--- src/rtl/hazard_scoreboard_if.sv ---
// Pipeline-to-hazard-unit signal bundle: DEC/EXE/MEM/WB register
// indices and controls in, latch controls, forwarding selects and
// multi-cycle unit handshake out.
interface hazard_scoreboard_if #(
  parameter int REG_AW = 5
);
  logic [REG_AW-1:0] rs_DEC;
  logic [REG_AW-1:0] rt_DEC;
  logic              uses_rs_DEC;
  logic              uses_rt_DEC;
  logic [REG_AW-1:0] dst_DEC;
  logic              long_DEC;
  logic [REG_AW-1:0] rs_EXE;
  logic [REG_AW-1:0] rt_EXE;
  logic [REG_AW-1:0] writereg_EXE;
  logic              memtoreg_EXE;
  logic              long_EXE;
  logic [REG_AW-1:0] writereg_MEM;
  logic [REG_AW-1:0] writereg_WB;
  logic              regwrite_MEM;
  logic              regwrite_WB;
  logic              pcsrc_MEM;

  logic              stall;
  logic              clear;
  logic              flush;
  logic [1:0]        forward_a;
  logic [1:0]        forward_b;
  logic              mul_start;
  logic              mul_done;
  logic [REG_AW-1:0] mul_wb_reg;
  logic              mul_busy;

  // Pipeline side: supplies stage information, consumes the controls.
  modport master (
    output rs_DEC, rt_DEC, uses_rs_DEC, uses_rt_DEC, dst_DEC, long_DEC,
    output rs_EXE, rt_EXE, writereg_EXE, memtoreg_EXE, long_EXE,
    output writereg_MEM, writereg_WB, regwrite_MEM, regwrite_WB, pcsrc_MEM,
    input  stall, clear, flush, forward_a, forward_b,
    input  mul_start, mul_done, mul_wb_reg, mul_busy
  );

  // Hazard unit side.
  modport slave (
    input  rs_DEC, rt_DEC, uses_rs_DEC, uses_rt_DEC, dst_DEC, long_DEC,
    input  rs_EXE, rt_EXE, writereg_EXE, memtoreg_EXE, long_EXE,
    input  writereg_MEM, writereg_WB, regwrite_MEM, regwrite_WB, pcsrc_MEM,
    output stall, clear, flush, forward_a, forward_b,
    output mul_start, mul_done, mul_wb_reg, mul_busy
  );
endinterface

--- src/rtl/hazard_scoreboard.sv ---
// Hazard and scoreboard controller for the 5-stage pipeline: EXE operand
// forwarding, load-use stall, branch flush, and a busy scoreboard plus
// latency down-counter for the single multi-cycle (mul/div) unit.
//
// state  | meaning
// -------+------------------------------------------------------------
// S_IDLE | unit free, waiting for a long op in EXE
// S_RUN  | unit busy, latency counter decrementing
// S_DONE | result written this cycle (mul_done), busy bit released at exit
module hazard_scoreboard #(
  parameter int REG_AW  = 5,
  parameter int MUL_LAT = 4
) (
  input logic            clk,
  input logic            reset,
  hazard_scoreboard_if.slave hif
);
  localparam int NREG  = 2 ** REG_AW;
  localparam int CNT_W = 4;
  localparam logic [CNT_W-1:0] LAT_LOAD = CNT_W'(MUL_LAT - 1);
  localparam logic [CNT_W-1:0] CNT_TC   = CNT_W'(1);

  typedef enum logic [1:0] {
    S_IDLE = 2'd0,
    S_RUN  = 2'd1,
    S_DONE = 2'd2
  } state_t;

  state_t            state_q, state_d;
  logic [CNT_W-1:0]  cnt_q, cnt_d;
  logic [REG_AW-1:0] dst_q, dst_d;
  logic [NREG-1:0]   busy_q, busy_d;

  logic exe_wr_nz;
  logic mem_fwd_a, mem_fwd_b, wb_fwd_a, wb_fwd_b;
  logic load_haz, score_haz, start;

  assign exe_wr_nz = (hif.writereg_EXE != '0);

  // Forwarding match terms; MEM result is younger so it wins over WB.
  always_comb begin
    mem_fwd_a = hif.regwrite_MEM && (hif.writereg_MEM != '0) && (hif.writereg_MEM == hif.rs_EXE);
    mem_fwd_b = hif.regwrite_MEM && (hif.writereg_MEM != '0) && (hif.writereg_MEM == hif.rt_EXE);
    wb_fwd_a  = hif.regwrite_WB  && (hif.writereg_WB  != '0) && (hif.writereg_WB  == hif.rs_EXE);
    wb_fwd_b  = hif.regwrite_WB  && (hif.writereg_WB  != '0) && (hif.writereg_WB  == hif.rt_EXE);
  end

  // Load-use and scoreboard hazards for the instruction sitting in DEC.
  always_comb begin
    load_haz = hif.memtoreg_EXE && exe_wr_nz &&
               ((hif.uses_rs_DEC && (hif.rs_DEC == hif.writereg_EXE)) ||
                (hif.uses_rt_DEC && (hif.rt_DEC == hif.writereg_EXE)));
    score_haz = (hif.uses_rs_DEC && busy_q[hif.rs_DEC]) ||
                (hif.uses_rt_DEC && busy_q[hif.rt_DEC]) ||
                busy_q[hif.dst_DEC] ||
                (hif.long_DEC && ((state_q != S_IDLE) || hif.long_EXE)) ||
                (hif.long_EXE && exe_wr_nz &&
                 ((hif.uses_rs_DEC && (hif.rs_DEC == hif.writereg_EXE)) ||
                  (hif.uses_rt_DEC && (hif.rt_DEC == hif.writereg_EXE)) ||
                  (hif.dst_DEC == hif.writereg_EXE)));
  end

  // The long op in EXE is dropped if the branch in MEM kills it.
  assign start = !reset && hif.long_EXE && !hif.pcsrc_MEM && (state_q == S_IDLE);

  // Pipeline controls; all forced quiet while reset is held.
  always_comb begin
    hif.forward_a = 2'b00;
    hif.forward_b = 2'b00;
    hif.stall     = 1'b0;
    hif.flush     = 1'b0;
    if (!reset) begin
      if (mem_fwd_a)     hif.forward_a = 2'b10;
      else if (wb_fwd_a) hif.forward_a = 2'b01;
      if (mem_fwd_b)     hif.forward_b = 2'b10;
      else if (wb_fwd_b) hif.forward_b = 2'b01;
      hif.stall = (load_haz || score_haz) && !hif.pcsrc_MEM;
      hif.flush = hif.pcsrc_MEM;
    end
  end

  assign hif.clear      = hif.stall;
  assign hif.mul_start  = start;
  assign hif.mul_busy   = (state_q != S_IDLE);
  assign hif.mul_done   = (state_q == S_DONE);
  assign hif.mul_wb_reg = (state_q == S_DONE) ? dst_q : '0;

  // Next-state for the latency FSM, counter, destination and busy bits.
  always_comb begin
    state_d = state_q;
    cnt_d   = cnt_q;
    dst_d   = dst_q;
    busy_d  = busy_q;
    case (state_q)
      S_IDLE: begin
        if (start) begin
          state_d = S_RUN;
          cnt_d   = LAT_LOAD;
          dst_d   = hif.writereg_EXE;
          busy_d[hif.writereg_EXE] = 1'b1;
        end
      end
      S_RUN: begin
        cnt_d = cnt_q - CNT_W'(1);
        if (cnt_q == CNT_TC) state_d = S_DONE;
      end
      S_DONE: begin
        state_d = S_IDLE;
        busy_d[dst_q] = 1'b0;
      end
      default: state_d = S_IDLE;
    endcase
  end

  // State registers; register 0 can never be marked busy.
  always_ff @(posedge clk) begin
    if (reset) begin
      state_q <= S_IDLE;
      cnt_q   <= '0;
      dst_q   <= '0;
      busy_q  <= '0;
    end else begin
      state_q <= state_d;
      cnt_q   <= cnt_d;
      dst_q   <= dst_d;
      busy_q  <= {busy_d[NREG-1:1], 1'b0};
    end
  end
endmodule

--- src/flat_wrapper.sv ---
// flat-port wrapper written by rule: the top's interface ports become plain ports
module hazard_scoreboard_flat 
#(
  parameter int REG_AW  = 5,
  parameter int MUL_LAT = 4
)
  (clk, reset, hif_rs_DEC, hif_rt_DEC, hif_uses_rs_DEC, hif_uses_rt_DEC, hif_dst_DEC, hif_long_DEC, hif_rs_EXE, hif_rt_EXE, hif_writereg_EXE, hif_memtoreg_EXE, hif_long_EXE, hif_writereg_MEM, hif_writereg_WB, hif_regwrite_MEM, hif_regwrite_WB, hif_pcsrc_MEM, hif_stall, hif_clear, hif_flush, hif_forward_a, hif_forward_b, hif_mul_start, hif_mul_done, hif_mul_wb_reg, hif_mul_busy);
  hazard_scoreboard_if #(.REG_AW(REG_AW)) hif_i ();
  input logic clk;
  input logic reset;
  input wire logic [$bits(hif_i.rs_DEC)-1:0] hif_rs_DEC;
  input wire logic [$bits(hif_i.rt_DEC)-1:0] hif_rt_DEC;
  input wire logic [$bits(hif_i.uses_rs_DEC)-1:0] hif_uses_rs_DEC;
  input wire logic [$bits(hif_i.uses_rt_DEC)-1:0] hif_uses_rt_DEC;
  input wire logic [$bits(hif_i.dst_DEC)-1:0] hif_dst_DEC;
  input wire logic [$bits(hif_i.long_DEC)-1:0] hif_long_DEC;
  input wire logic [$bits(hif_i.rs_EXE)-1:0] hif_rs_EXE;
  input wire logic [$bits(hif_i.rt_EXE)-1:0] hif_rt_EXE;
  input wire logic [$bits(hif_i.writereg_EXE)-1:0] hif_writereg_EXE;
  input wire logic [$bits(hif_i.memtoreg_EXE)-1:0] hif_memtoreg_EXE;
  input wire logic [$bits(hif_i.long_EXE)-1:0] hif_long_EXE;
  input wire logic [$bits(hif_i.writereg_MEM)-1:0] hif_writereg_MEM;
  input wire logic [$bits(hif_i.writereg_WB)-1:0] hif_writereg_WB;
  input wire logic [$bits(hif_i.regwrite_MEM)-1:0] hif_regwrite_MEM;
  input wire logic [$bits(hif_i.regwrite_WB)-1:0] hif_regwrite_WB;
  input wire logic [$bits(hif_i.pcsrc_MEM)-1:0] hif_pcsrc_MEM;
  output wire logic [$bits(hif_i.stall)-1:0] hif_stall;
  output wire logic [$bits(hif_i.clear)-1:0] hif_clear;
  output wire logic [$bits(hif_i.flush)-1:0] hif_flush;
  output wire logic [$bits(hif_i.forward_a)-1:0] hif_forward_a;
  output wire logic [$bits(hif_i.forward_b)-1:0] hif_forward_b;
  output wire logic [$bits(hif_i.mul_start)-1:0] hif_mul_start;
  output wire logic [$bits(hif_i.mul_done)-1:0] hif_mul_done;
  output wire logic [$bits(hif_i.mul_wb_reg)-1:0] hif_mul_wb_reg;
  output wire logic [$bits(hif_i.mul_busy)-1:0] hif_mul_busy;
  assign hif_i.rs_DEC = hif_rs_DEC;
  assign hif_i.rt_DEC = hif_rt_DEC;
  assign hif_i.uses_rs_DEC = hif_uses_rs_DEC;
  assign hif_i.uses_rt_DEC = hif_uses_rt_DEC;
  assign hif_i.dst_DEC = hif_dst_DEC;
  assign hif_i.long_DEC = hif_long_DEC;
  assign hif_i.rs_EXE = hif_rs_EXE;
  assign hif_i.rt_EXE = hif_rt_EXE;
  assign hif_i.writereg_EXE = hif_writereg_EXE;
  assign hif_i.memtoreg_EXE = hif_memtoreg_EXE;
  assign hif_i.long_EXE = hif_long_EXE;
  assign hif_i.writereg_MEM = hif_writereg_MEM;
  assign hif_i.writereg_WB = hif_writereg_WB;
  assign hif_i.regwrite_MEM = hif_regwrite_MEM;
  assign hif_i.regwrite_WB = hif_regwrite_WB;
  assign hif_i.pcsrc_MEM = hif_pcsrc_MEM;
  assign hif_stall = hif_i.stall;
  assign hif_clear = hif_i.clear;
  assign hif_flush = hif_i.flush;
  assign hif_forward_a = hif_i.forward_a;
  assign hif_forward_b = hif_i.forward_b;
  assign hif_mul_start = hif_i.mul_start;
  assign hif_mul_done = hif_i.mul_done;
  assign hif_mul_wb_reg = hif_i.mul_wb_reg;
  assign hif_mul_busy = hif_i.mul_busy;
  hazard_scoreboard #(.REG_AW(REG_AW), .MUL_LAT(MUL_LAT)) u_core (.clk(clk), .reset(reset), .hif(hif_i));
endmodule
--- config.mk ---
export PLATFORM = sky130hd
export DESIGN_NAME = hazard_scoreboard_flat
export DESIGN_NICKNAME = d
export VERILOG_FILES = /design/src/rtl/hazard_scoreboard_if.sv /design/src/rtl/hazard_scoreboard.sv /design/src/flat_wrapper.sv
export SDC_FILE = /design/constraint.sdc
export NUM_CORES = 1
export LEC_CHECK = 0
export ABC_CLOCK_PERIOD_IN_PS = 2400
export CAP_MARGIN = 15
export CORE_ASPECT_RATIO = 0.7
export CORE_MARGIN = 3
export CORE_UTILIZATION = 60
export CTS_CLUSTER_SIZE = 10
export DETAILED_ROUTE_END_ITERATION = 8
export DONT_BUFFER_PORTS = 1
export PLACE_DENSITY = 0.76
export SLEW_MARGIN = 30
export SYNTH_ARGS = -nofsm -noshare
export SYNTH_HDL_FRONTEND = slang
export SYNTH_SLANG_ARGS = --single-unit
export TNS_END_PERCENT = 5
--- constraint.sdc ---
create_clock -name clk -period 2.4 [get_ports clk]
set_input_delay 0.24 -clock clk [delete_from_list [all_inputs] [get_ports clk]]
set_output_delay 0.24 -clock clk [all_outputs]
set_load 0.1 [all_outputs]
* Word level (Yosys, flattened, before mapping)
Cells that the tools add are included.
Storage, ports and cells: flip-flop bits (word level) 43, word-level logic and storage cells 96
Cells by class: add/sub/neg operators 1, order comparisons 7, equality and inequality tests 12, muxes and demuxes 26, bitwise operators 3, reductions and logical operators 42
Operators with widths (number):
- 32-bit case mux with 2 select lines | 1
- 5-bit == test | 7
- 32-bit bitwise AND | 1
- 32-bit two-way mux | 1
- 32-bit NOT | 1
- 32-bit bitwise OR | 1
- 5-bit by 6-bit < comparator with 1-bit output (second input constant) | 5
- 1-bit logical AND | 21
- 1-bit binary-select mux with 5-bit select | 3
- 5-bit nonzero test | 3
- 2-bit two-way mux | 6
- 1-bit demux with 5-bit select | 2
- 5-bit by 1-bit >= comparator with 1-bit output (second input constant) | 2
- 1-bit two-way mux | 9
- 1-bit logical OR | 8
- 4-bit case mux with 2 select lines | 1
- 2-bit AND reduction | 4
- 2-bit nonzero test | 3
- 5-bit two-way mux | 1
- 4-bit by 1-bit == test with 1-bit output (second input constant) | 1
- 4-bit two-way mux | 1
- 2-bit case mux with 2 select lines | 1
- 4-bit by 1-bit subtractor with 4-bit output (second input constant) | 1
- 2-bit by 1-bit == test with 1-bit output (second input constant) | 1
- 5 further kinds | 6

* Depth between registers and ports, before layout
word-level depth 10, gate-level depth with buffers 8, gate-level depth less buffers 7

* Worst setup path after synthesis
OpenSTA, ideal clock, no wires.
path kind register to output, start reg u_core.state_q[0], end out hif_stall, data arrival time 4.269 ns, slack -2.109 ns, stages on the path, launching flop included 8, cell sequence dfxtp_1 > nor2_1 > inv_1 > o21ai_0 > nand4_1 > nor3_1 > o311ai_1 > buf_4
Between the ends: word-level cells in the longest chain between the ends 8
RTL lines:
- from (decl) | RTL line hazard_scoreboard.sv:29 | state_t state_q, state_d;
- from (signal assigned) | RTL line hazard_scoreboard.sv:123 | state_q <= state_d;
- 2-bit nonzero test
- named net hif_mul_busy | RTL line flat_wrapper.sv:35 | output wire logic [$bits(hif_i.mul_busy)-1:0] hif_mul_busy;
- 1-bit logical OR | RTL line hazard_scoreboard.sv:56 | (hif.long_DEC && ((state_q != S_IDLE) || hif.long_EXE)) ||
- 1-bit logical AND | RTL line hazard_scoreboard.sv:56
- 1-bit logical OR | RTL line hazard_scoreboard.sv:55 | busy_q[hif.dst_DEC] ||
- 1-bit logical OR | RTL line hazard_scoreboard.sv:56
- 1-bit logical OR | RTL line hazard_scoreboard.sv:77 | hif.stall = (load_haz || score_haz) && !hif.pcsrc_MEM;
- 1-bit logical AND | RTL line hazard_scoreboard.sv:77
- 1-bit two-way mux | RTL line hazard_scoreboard.sv:72 | if (!reset) begin
- to (decl) | RTL line flat_wrapper.sv:27 | output wire logic [$bits(hif_i.stall)-1:0] hif_stall;
The timed path passes the listed nets, and every way through them passes these cells.

* Final worst setup path
start reg u_core.busy_q[7], end out hif_stall
Between the ends: word-level cells in the longest chain between the ends 10, elaborated cells on any way between the ends 15
RTL lines:
- from (decl) | RTL line hazard_scoreboard.sv:32 | logic [NREG-1:0] busy_q, busy_d;
- from (signal assigned) | RTL line hazard_scoreboard.sv:126 | busy_q <= {busy_d[NREG-1:1], 1'b0};
- 1-bit binary-select mux with 5-bit select (on tied branches) | RTL line hazard_scoreboard.sv:53, hazard_scoreboard.sv:54
- 1-bit two-way mux (on tied branches) | RTL line hazard_scoreboard.sv:53, hazard_scoreboard.sv:54
- 1-bit logical AND (on tied branches) | RTL line hazard_scoreboard.sv:53, hazard_scoreboard.sv:54
- 1-bit logical OR | RTL line hazard_scoreboard.sv:53 | score_haz = (hif.uses_rs_DEC && busy_q[hif.rs_DEC]) ||
- 1-bit logical OR * | RTL line hazard_scoreboard.sv:54 | (hif.uses_rt_DEC && busy_q[hif.rt_DEC]) ||
- 1-bit logical OR * | RTL line hazard_scoreboard.sv:55
- 1-bit logical OR * | RTL line hazard_scoreboard.sv:56
- 1-bit logical OR * | RTL line hazard_scoreboard.sv:77
- 1-bit logical AND * | RTL line hazard_scoreboard.sv:77
- 1-bit two-way mux * | RTL line hazard_scoreboard.sv:72
Every way passes the cells marked *; elsewhere a longest branch is shown, timed or not. The select of a mux whose other input is x is not followed.

==> results.tsv <==
stage	metric	value	unit
run_status	status	finished clean	
placed_design	hpwlAfterDp	6700	um
cells_and_area	nets	400	
detailed_routing	drt_wl_total	9210	um
detailed_routing	vias	2922	
cells_and_area	area.growth.synth_to_final	10.1	%
floorplan	die-height	66.5	um
worst_setup_path	path_cells	mux4_2 > a2111o_1 > nand4_1 > o311ai_4 > buf_16	
logic_synthesis	syn_inst	353	
clock_tree	path_clk_slew	0.08	ns
logic_synthesis	async_reset_ff_frac	0	
worst_setup_path	crit_arrival	2.13	ns
logic_synthesis	synth_area	3140	um^2
clock_tree	cts_tree	done	
logic_synthesis	syn-num-nets	405	
run	cap_viol_max_count	0	
worst_setup_path	crit_buf_inv	1	
pwr	ir_drop	0.362	mV
clock_tree	clk-insertion-delay-late	0.29	ns
clock_tree	clock_path_buffers	2	
floorplan	die_area	6150	um^2
cells_and_area	drive_above_1_share	0.172	
logic_synthesis	synth_cell_type_count	45	
worst_setup_path	crit_path_end	hif_stall	
floorplan	pin_count	65	
logic_synthesis	synth_ff_type	dfxtp_1	
sta	slew_headroom	0.565	
sta	post-route-min-period	2.37	ns
grt	grt_pass1_wl	14300	um
clock_tree	cts_root_buf	clkbuf_8	
worst_setup_path	reg2reg_depth	7	
detailed_routing	ant_nets	0	
placed_design	dp_cells	410	
worst_setup_path	reg2reg_slack	0.49	ns
clock_tree	ctsHoldBuffers	0	
worst_setup_path	worst-setup-path-type	reg -> out	
worst_setup_path	r2r_end	u_core.busy_q[1]$_SDFFE_PP0P_	
grt	overflow	0	
sta	worst_slew_pin_slew	0.652	ns
grt	grt_antenna_before_repair	0	
logic_synthesis	ys_seq_area_frac	0.268	
floorplan	die_w	92.4	um
sta	hold_viol	0	
worst_setup_path	cp_top_family	compound AO/OA/AOI/OAI gates	
logic_synthesis	synth.top_cells.by_count	dfxtp_1, a21oi_1, a211oi_1, nand2_1, xor2_1	
logic_synthesis	syn_avg_cell_area	8.89	um^2
logic_synthesis	synth_top_area_frac	0.268	
logic_synthesis	synth_seq_cells	42	
worst_setup_path	worstPathRequired	2.16	ns
floorplan	start_util	0.638	
logic_synthesis	synth_most_common_cell	dfxtp_1	
detailed_routing	firstDrtPassIters	5	
clock_tree	cts-htree-levels	2	
placed_design	gp_congestion	0.923	
logic_synthesis	synth_area_leader_cell	dfxtp_1	
sta	fin_crit_sh	0.987	
clock_tree	cts_inserted_buffers	5	
worst_setup_path	cp_slowest_cell	mux4_2	
sta	clock_skew	0.00757	ns
cells_and_area	fin_cells	418	
grt	grt_start_max_net_pins	50	
placed_design	place.port_buffers	0	
floorplan	core	4910	um^2
sta	drv_slew	0	
grt	track_usage	0.299	
worst_setup_path	critPathCaptureType	output port	
clock_tree	clock-sinks	42	
cells_and_area	n_antenna_cell	0	
worst_setup_path	reg2reg_from	u_core.state_q[1]$_SDFFE_PP0P_	
logic_synthesis	synth_edf_count	0	
sta	fmaxAchievable	422	MHz
pwr	leakage	1.15	nW
detailed_routing	viasPerCell	6.99	
worst_setup_path	max_stage_delay	0.51	ns
worst_setup_path	crit_path_start_kind	flip-flop	
sta	hold_ws	0.0215	ns
clock_tree	postCtsSetupRepairBufs	0	
detailed_routing	routedWlPerCell	22.0	um
worst_setup_path	crit_cells	5	
pwr	power.density	447	nW/um^2
worst_setup_path	crit_start	u_core.busy_q[7]$_SDFFE_PP0P_	
grt	grt_pass1_vias	2688	
floorplan	placementRows	21	
detailed_routing	drc	0	
logic_synthesis	yosysWarnings	0	
detailed_routing	drt-initial-drc-count	330	
worst_hold_path	min_path_type	in -> reg	
sta	setup_violations	0	
worst_setup_path	crit_fanout	4	
sta	finalSetupTns	0	ns
logic_synthesis	synth_area_leaders	dfxtp_1, mux4_2, a211oi_1, a21oi_1, xor2_1	
==> what timing repair did <==
| item | 4_1_cts | 5_1_grt |
|---|---|---|
| gates cloned | 0 | 0 |
| resized for setup | 1 | 5 |
| setup endpoints to repair | 1 | 2 |
| pin swaps | 0 | 1 |
==> final cells by class <==
cell class | instances | area [um^2]
Tap cell | 69 | 86.3
Inverter | 4 | 18.8
Timing Repair Buffer | 17 | 173
Clock buffer | 6 | 72.6
Fill cell | 405 | 1460
Multi-Input combinational cell | 278 | 2220
Sequential cell | 42 | 842
Clock inverter | 2 | 37.5
==> metrics by stage <==
stage / worst slack (ns) / utilization / power (mW) / instance area [um^2]
4_1_cts: 0.00243 / 0.699 / 1.54 / 3430
5_1_grt: -0.0205 / 0.703 / 1.59 / 3450
3_3_place_gp: 0.262 / 0.676 / 0.993 / 3320
6_report: 0.0317 / 0.703 / 1.54 / 3450
3_5_place_dp: 0.254 / 0.676 / 0.996 / 3320
2_1_floorplan: -0.264 / - / 1.00 / 3200
==> logic make-up after synthesis <==
| family | Yosys count | synth area share |
|---|---|---|
| mux | 34 | 0.178 |
| buf+inv | 33 | 0.0511 |
| fa+ha+maj | 2 | 0.00798 |
| xor+xnor | 35 | 0.0977 |
| simple gates | 116 | 0.212 |
| compound gates | 91 | 0.185 |
| flops | 42 | 0.268 |
==> flip-flops by register name (all words and copies together) (netlist names) <==
register,flops
u_core.dst_q,5
u_core.state_q,2
u_core.cnt_q,4
u_core.busy_q,31
==> cell usage in the layout (no fill, tap or decap), types with 2 or more instances in the layout <==
cell and count:
a211oi_1 32, a21oi_1 36, a31oi_1 3, and2_1 5, and3_1 4, and3b_1 4, buf_12 2, buf_4 14
clkbuf_8 5, clkinvlp_4 2, dfxtp_1 41, ha_1 2, inv_1 2, mux2_1 3, mux2i_1 14, mux4_2 17
nand2_1 20, nand2b_1 6, nand3_1 10, nand3b_1 9, nand4_1 4, nor2_1 15, nor2b_1 4, nor2b_2 2
nor3_1 9, nor3_2 2, nor3b_1 7, nor3b_2 2, nor4_1 4, nor4_4 3, o21ai_0 3, o21ai_1 7
or4_1 3, xnor2_1 15, xor2_1 20
==> how the worst min path moves through the flow <==
stage | startpoint | end | cells after the start
after floorplan | u_core.dst_q[1]$_SDFFE_PP0P_ | u_core.dst_q[1]$_SDFFE_PP0P_ | 2
after global placement | reset | u_core.busy_q[13]$_SDFFE_PP0P_ | 1
after detailed placement | reset | u_core.state_q[0]$_SDFFE_PP0P_ | 1
after CTS | reset | u_core.busy_q[19]$_SDFFE_PP0P_ | 1
after global routing | reset | u_core.busy_q[19]$_SDFFE_PP0P_ | 1
final | reset | u_core.busy_q[19]$_SDFFE_PP0P_ | 1
==> report_power, final <==
| group | total [mW] | internal (mW) | switching, mW | leakage [nW] |
|---|---|---|---|---|
| Clock | 0.553 | 0.310 | 0.243 | 0.0514 |
| Combinational | 0.264 | 0.120 | 0.144 | 0.759 |
| Sequential | 0.726 | 0.709 | 0.0173 | 0.340 |
| Total | 1.54 | 1.14 | 0.404 | 1.15 |
==> per-layer routing <==
layer / part of all wire / global-route usage / vias to the layer above
li1: - / - / 1321
met1: 0.44 / 0.450 / 1349
met2: 0.41 / 0.427 / 231
met3: 0.14 / 0.0767 / 21
met4: 0.017 / 0.0685 / 0
met5: 0 / 0 / -
==> worst reg2reg max path: cells and delay by family, from the launching register on <==
| family | cells | cell delay [ns] |
|---|---|---|
| simple gates | 4 | 0.99 |
| compound gates | 2 | 0.38 |
| flops | 1 | 0.33 |
| buf+inv | 1 | 0.12 |
Power figures use the tool's default switching activity.
